## src/rtl/sram_arbiter.sv

```systemverilog
// Shared 512K x 8 SRAM arbiter: fixed-priority grant among CPU, IDE, BIOS and CGA,
// programmable wait states, and a starvation guard that forces a CPU grant.
module sram_arbiter #(
  parameter int WAIT_STATES  = 1,
  parameter int STARVE_LIMIT = 4
) (
  input  logic        clka,
  input  logic        reset_n,
  input  logic        cpu_req,
  input  logic        ide_req,
  input  logic        bios_req,
  input  logic        cga_req,
  input  logic        cpu_we,
  input  logic        ide_we,
  input  logic        bios_we,
  input  logic [18:0] cpu_addr,
  input  logic [18:0] ide_addr,
  input  logic [18:0] bios_addr,
  input  logic [18:0] cga_addr,
  input  logic [7:0]  cpu_din,
  input  logic [7:0]  ide_din,
  input  logic [7:0]  bios_din,
  output logic        cpu_ack,
  output logic        ide_ack,
  output logic        bios_ack,
  output logic        cga_ack,
  output logic [7:0]  rd_data,
  output logic        busy,
  output logic [1:0]  grant,
  output logic [18:0] SRAM_ADDR,
  input  logic [7:0]  SRAM_DATA_i,
  output logic [7:0]  SRAM_DATA_o,
  output logic        SRAM_DATA_oe,
  output logic        SRAM_WE_n
);
  // state  | meaning
  // IDLE   | no access in flight; arbitration and address/data latch happen here
  // ACCESS | strobe phase, WAIT_STATES+1 cycles
  // DONE   | strobe released, write data held, owner acked
  typedef enum logic [1:0] {IDLE, ACCESS, DONE} state_t;

  localparam logic [3:0] WS_LOAD    = WAIT_STATES[3:0];
  localparam logic [3:0] STARVE_MAX = STARVE_LIMIT[3:0];

  state_t      state_q;
  logic [3:0]  wait_cnt_q;
  logic [3:0]  starve_cnt_q;
  logic        we_q;
  logic [1:0]  grant_q;
  logic [18:0] addr_q;
  logic [7:0]  dout_q;
  logic [7:0]  rd_q;
  logic [3:0]  ack_q;
  logic        busy_q;
  logic        we_n_q;
  logic        oe_q;

  logic        any_req;
  logic [1:0]  grant_d;
  logic [18:0] addr_d;
  logic [7:0]  dout_d;
  logic        we_d;

  always_comb begin
    any_req = cpu_req | ide_req | bios_req | cga_req;
    grant_d = 2'd0;
    if (cpu_req && (starve_cnt_q == STARVE_MAX)) grant_d = 2'd0;
    else if (ide_req)                            grant_d = 2'd1;
    else if (bios_req)                           grant_d = 2'd2;
    else if (cga_req)                            grant_d = 2'd3;
    case (grant_d)
      2'd1:    begin addr_d = ide_addr;  dout_d = ide_din;  we_d = ide_we;  end
      2'd2:    begin addr_d = bios_addr; dout_d = bios_din; we_d = bios_we; end
      2'd3:    begin addr_d = cga_addr;  dout_d = 8'h00;    we_d = 1'b0;    end
      default: begin addr_d = cpu_addr;  dout_d = cpu_din;  we_d = cpu_we;  end
    endcase
  end

  always_ff @(posedge clka or negedge reset_n) begin
    if (!reset_n) begin
      state_q      <= IDLE;
      wait_cnt_q   <= 4'd0;
      starve_cnt_q <= 4'd0;
      we_q         <= 1'b0;
      grant_q      <= 2'd0;
      addr_q       <= 19'd0;
      dout_q       <= 8'd0;
      rd_q         <= 8'd0;
      ack_q        <= 4'd0;
      busy_q       <= 1'b0;
      we_n_q       <= 1'b1;
      oe_q         <= 1'b0;
    end else begin
      ack_q <= 4'd0;
      case (state_q)
        IDLE: begin
          if (!cpu_req) starve_cnt_q <= 4'd0;
          if (any_req) begin
            grant_q    <= grant_d;
            addr_q     <= addr_d;
            dout_q     <= dout_d;
            we_q       <= we_d;
            wait_cnt_q <= WS_LOAD;
            we_n_q     <= ~we_d;
            oe_q       <= we_d;
            busy_q     <= 1'b1;
            state_q    <= ACCESS;
            if (grant_d == 2'd0)
              starve_cnt_q <= 4'd0;
            else if (cpu_req && (starve_cnt_q != STARVE_MAX))
              starve_cnt_q <= starve_cnt_q + 4'd1;
          end
        end
        ACCESS: begin
          if (wait_cnt_q == 4'd0) begin
            if (!we_q) rd_q <= SRAM_DATA_i;
            we_n_q         <= 1'b1;
            ack_q[grant_q] <= 1'b1;
            state_q        <= DONE;
          end else begin
            wait_cnt_q <= wait_cnt_q - 4'd1;
          end
        end
        DONE: begin
          oe_q    <= 1'b0;
          busy_q  <= 1'b0;
          state_q <= IDLE;
        end
        default: state_q <= IDLE;
      endcase
    end
  end

  assign cpu_ack      = ack_q[0];
  assign ide_ack      = ack_q[1];
  assign bios_ack     = ack_q[2];
  assign cga_ack      = ack_q[3];
  assign rd_data      = rd_q;
  assign busy         = busy_q;
  assign grant        = grant_q;
  assign SRAM_ADDR    = addr_q;
  assign SRAM_DATA_o  = dout_q;
  assign SRAM_DATA_oe = oe_q;
  assign SRAM_WE_n    = we_n_q;
endmodule
```

## config.mk

```make
export PLATFORM = sky130hd
export DESIGN_NAME = sram_arbiter
export DESIGN_NICKNAME = d
export VERILOG_FILES = /design/src/rtl/sram_arbiter.sv
export SDC_FILE = /design/constraint.sdc
export NUM_CORES = 1
export LEC_CHECK = 0
export CAP_MARGIN = 25
export CELL_PAD_IN_SITES_DETAIL_PLACEMENT = 1
export CELL_PAD_IN_SITES_GLOBAL_PLACEMENT = 2
export CORE_ASPECT_RATIO = 0.8
export CORE_MARGIN = 2
export CORE_UTILIZATION = 22
export DETAILED_ROUTE_END_ITERATION = 8
export PLACE_DENSITY = 0.78
export RECOVER_POWER = 50
export SYNTH_ARGS = -nofsm -noshare
export SYNTH_HDL_FRONTEND = slang
export SYNTH_SLANG_ARGS = --single-unit
export TNS_END_PERCENT = 10
```

## constraint.sdc

```tcl
create_clock -name clka -period 2.1 [get_ports clka]
set_input_delay 0.42 -clock clka [delete_from_list [all_inputs] [get_ports clka]]
set_output_delay 0.42 -clock clka [all_outputs]
set_load 0.02 [all_outputs]
```

==> results.py <==
metrics = {
    "status": {
        "status": "finished, final reports clean",
    },
    "synthesis": {
        "synth.top_cells.by_area": "dfrtp_1 (44%), o21ai_0 (8.0%), nand2_1 (6.1%)",
        "synth_top_area_share_pct": 43.96,
        "syn_area_per_cell_sq_um": 8.989,
        "synth_top_area_cell": "dfrtp_1",
        "yosys_warnings": 0,
        "synth_cells": 342,
        "synth_area_sq_mm": 0.003074,
        "synth_seq_area_share_pct": 44.81,
        "synth_nets": 463,
        "synth.distinct_cells": 43,
        "synth-seq-cells": 55,
    },
    "flow_run": {
        "maxCapViolations": 0,
    },
    "floorplan": {
        "rows": 38,
        "ios": 161,
        "core_area_sq_mm": 0.01360,
        "die_y_um": 109.7,
        "die_w_um": 136.2,
        "start_util_pct": 22.61,
        "dieArea_sq_mm": 0.01494,
    },
    "worst_setup_path": {
        "cp_num_buf_inv": 1,
        "cp_cell_sequence": "inv_1, ha_1, nor3b_1, nand2_1, nor2_4, mux2_2",
        "cpPeakStageDelay_ns": 0.42,
        "path_max_fanout": 8,
        "slowest_stage": "dfrtp_1",
        "start_kind": "flip-flop",
        "cp_data_required_time_ns": 2.29,
        "crit_arrival_ns": 2.11,
        "endpoint_kind": "flip-flop",
        "crit_type": "reg2reg",
        "crit_family": "simple AND/OR/NAND/NOR gates",
    },
    "power_and_ir_drop": {
        "p_leak_nw": 2.038,
        "power.total_mw": 5.653,
        "internal_power_mw": 3.393,
        "combPwrFrac_pct": 51.5,
        "ir_worst_vdd_uv": 463.2,
        "power_density_mw_per_mm2": 1110,
        "clkPwrFrac_pct": 15.9,
        "switchingPower_mw": 2.260,
        "seq_power_share_pct": 32.6,
        "swShare_pct": 39.98,
    },
    "worst_hold_path": {
        "worst_hold_path_type": "in2async",
    },
    "sta": {
        "setup_viol": 0,
        "fin_crit_sh_pct": 91.11,
        "finalSetupTns_ns": 0,
        "slew_viol_final": 0,
        "slew_headroom_pct": 16.35,
        "period_needed_ns": 1.913,
        "finalHoldViolCount": 0,
        "worst_slew_pin_slew_ns": 1.255,
        "fmax_mhz": 522.7,
        "rsz0062_at_grt": "no",
        "fin_skew_ns": 0.01287,
    },
    "clock_tree": {
        "cts_root_buf": "clkbuf_16",
        "h-tree-depth": 2,
        "cts_tree": "yes",
        "hold_buffers": 0,
        "clk_latency_ns": 0.30,
        "cts_made_buffers": 5,
        "clockBufferDepth": 2,
        "clk_transition_reported_paths_ns": 0.08,
        "cts.sinks": 55,
    },
    "finish": {
        "finalNonFillerCells": 681,
        "syn_to_final_growth_pct": 65.69,
        "fin_util_pct": 37.46,
        "multi_input_area_sq_mm": 0.001539,
        "fill_cells": 1561,
        "seq_area_sq_mm": 0.001378,
        "final_nets": 621,
        "drive_gt1_share_pct": 7.984,
        "diodes": 0,
    },
    "route": {
        "dr.first_iter.drc_count": 99,
        "postRouteAntennaNets": 0,
        "drt_wl_total_um": 11560,
        "drt-pass1-iter-count": 4,
        "viasPerCell": 4.618,
        "wl_per_cell_um": 16.97,
        "route.detailed.drc": 0,
        "vias": 3145,
    },
    "placed_design": {
        "io_buffers": 160,
        "dp.cells": 673,
        "dp_hpwl_um": 9057,
        "routabilityCongestion": 0.8299,
    },
    "global_routing": {
        "grt_max_degree": 37,
        "antenna_found_initial": 0,
        "grt_pass1_vias": 3320,
        "grt_pass1_wl_um": 17730,
        "grt-ovfl-total": 0,
        "grt_util_all_layers_pct": 15.42,
    },
}
final cells by class:
type,count,share of cell area (%)
Inverter,9,0.6632
Clock buffer,5,2.456
Multi-Input combinational cell,252,30.21
Sequential cell,55,27.04
Timing Repair Buffer,177,34.54
Tap cell,180,4.422
Clock inverter,3,0.6632
cells in the mapped netlist, drive strengths merged:
library cell,n
a211o,2
a21o,2
a21oi,5
a221oi,5
a22o,5
a31oi,1
a32oi,1
and3,1
and4b,1
buf,11
clkbuf,15
dfrtp,54
dfstp,1
ha,4
inv,9
mux2,8
nand2,50
nand2b,4
nand3,5
nand3b,1
nand4b,1
nor2,23
nor2b,23
nor3,5
nor3b,21
nor4,2
o21ai,51
o21bai,2
o22a,1
o22ai,1
o311ai,19
o31ai,2
o41ai,1
or2,2
or3b,1
xor2,2
worst paths after layout:
check	start	end	slack (ns)	cells past startpoint
worst max-delay path	wait_cnt_q[0]$_DFFE_PN0P_	rd_data[2]$_DFFE_PN0P_	0.19	6
worst min-delay path	reset_n	SRAM_ADDR[17]$_DFFE_PN0P_	0.36	1
worst max register to register	wait_cnt_q[0]$_DFFE_PN0P_	rd_data[2]$_DFFE_PN0P_	0.19	6
worst min register to register	SRAM_ADDR[18]$_DFFE_PN0P_	SRAM_ADDR[18]$_DFFE_PN0P_	0.48	2
max in group asynchronous	reset_n	SRAM_WE_n$_DFFE_PN1P_	0.87	2
min in group clka	SRAM_ADDR[18]$_DFFE_PN0P_	SRAM_ADDR[18]$_DFFE_PN0P_	0.48	2
stage by stage:
stage	setup WS (ns)	cell area, sq um	hold WS [ns]
2_1_floorplan	0.3151	3074	0.1244
3_3_place_gp	-0.09547	4938	0.4234
3_5_place_dp	-0.1457	4938	0.4304
4_1_cts	0.002773	5097	0.09950
5_1_grt	0.01670	5094	0.4575
6_report	0.1867	5094	0.3642
per-layer routing:
| metal | vias to the layer above | wire, um | track usage, % |
|---|---|---|---|
| li1 | 1537 | - | - |
| met1 | 1497 | 5271 | 20.55 |
| met2 | 103 | 5319 | 25.41 |
| met3 | 8 | 881 | 4.380 |
| met4 | 0 | 82 | 2.381 |
| met5 | - | 0 | 0 |
registers in the layout, summed over array words and instances (netlist names):
| name | count |
|---|---|
| we_q | 1 |
| SRAM_ADDR | 19 |
| grant | 2 |
| SRAM_DATA_oe | 1 |
| SRAM_DATA_o | 8 |
| busy | 1 |
| starve_cnt_q | 4 |
| state_q | 2 |
| SRAM_WE_n | 1 |
| ack_q | 4 |
| wait_cnt_q | 4 |
| rd_data | 8 |
cells in the final DEF (no fill, tap or decap), drive strengths merged, types with 11 or more instances in the layout:
cell type	count
dfrtp	54
nor2	23
o21ai	51
buf	18
dlygate4sd3	15
nor3b	21
clkdlybuf4s50	142
nand2	50
nor2b	23
inv	11
o311ai	19
worst reg2reg max path, delay by kind of cell (launching register included):
kind | cells | cell delay [ns]
AND/OR/NAND/NOR | 3 | 0.75
flip-flops | 1 | 0.42
multiplexers | 1 | 0.37
adder cells (fa/ha/maj) | 1 | 0.17
buffers and inverters | 1 | 0.09
power groups by stage:
stage	combinational (mW)	sequential, mW	clock (mW)
floorplan	1.09	2.29	0
detailed placement	2.99	1.88	0
CTS	3.00	1.86	0.942
global placement	2.92	1.86	0
global route	3.18	1.93	0.982
finish	2.91	1.85	0.898
logic make-up (layout without fill, tap and decap cells):
kind of cell,Yosys count,in the layout,synth area share [%]
xor gates and xnor gates,2,2,0.5699
AOI/OAI and AO/OA,98,98,21.29
DFF,55,55,44.81
muxes,8,8,2.931
adders and majority gates,4,4,1.628
buffers and inverters,35,194,5.169
and+or+nand+nor,140,140,23.61
what timing repair did:
item | CTS | global route
gates resized for setup | 0 | 2
endpoints found under the setup margin | 0 | 11
buffers inserted | 0 | 0
(Power assumes the default switching activity.)
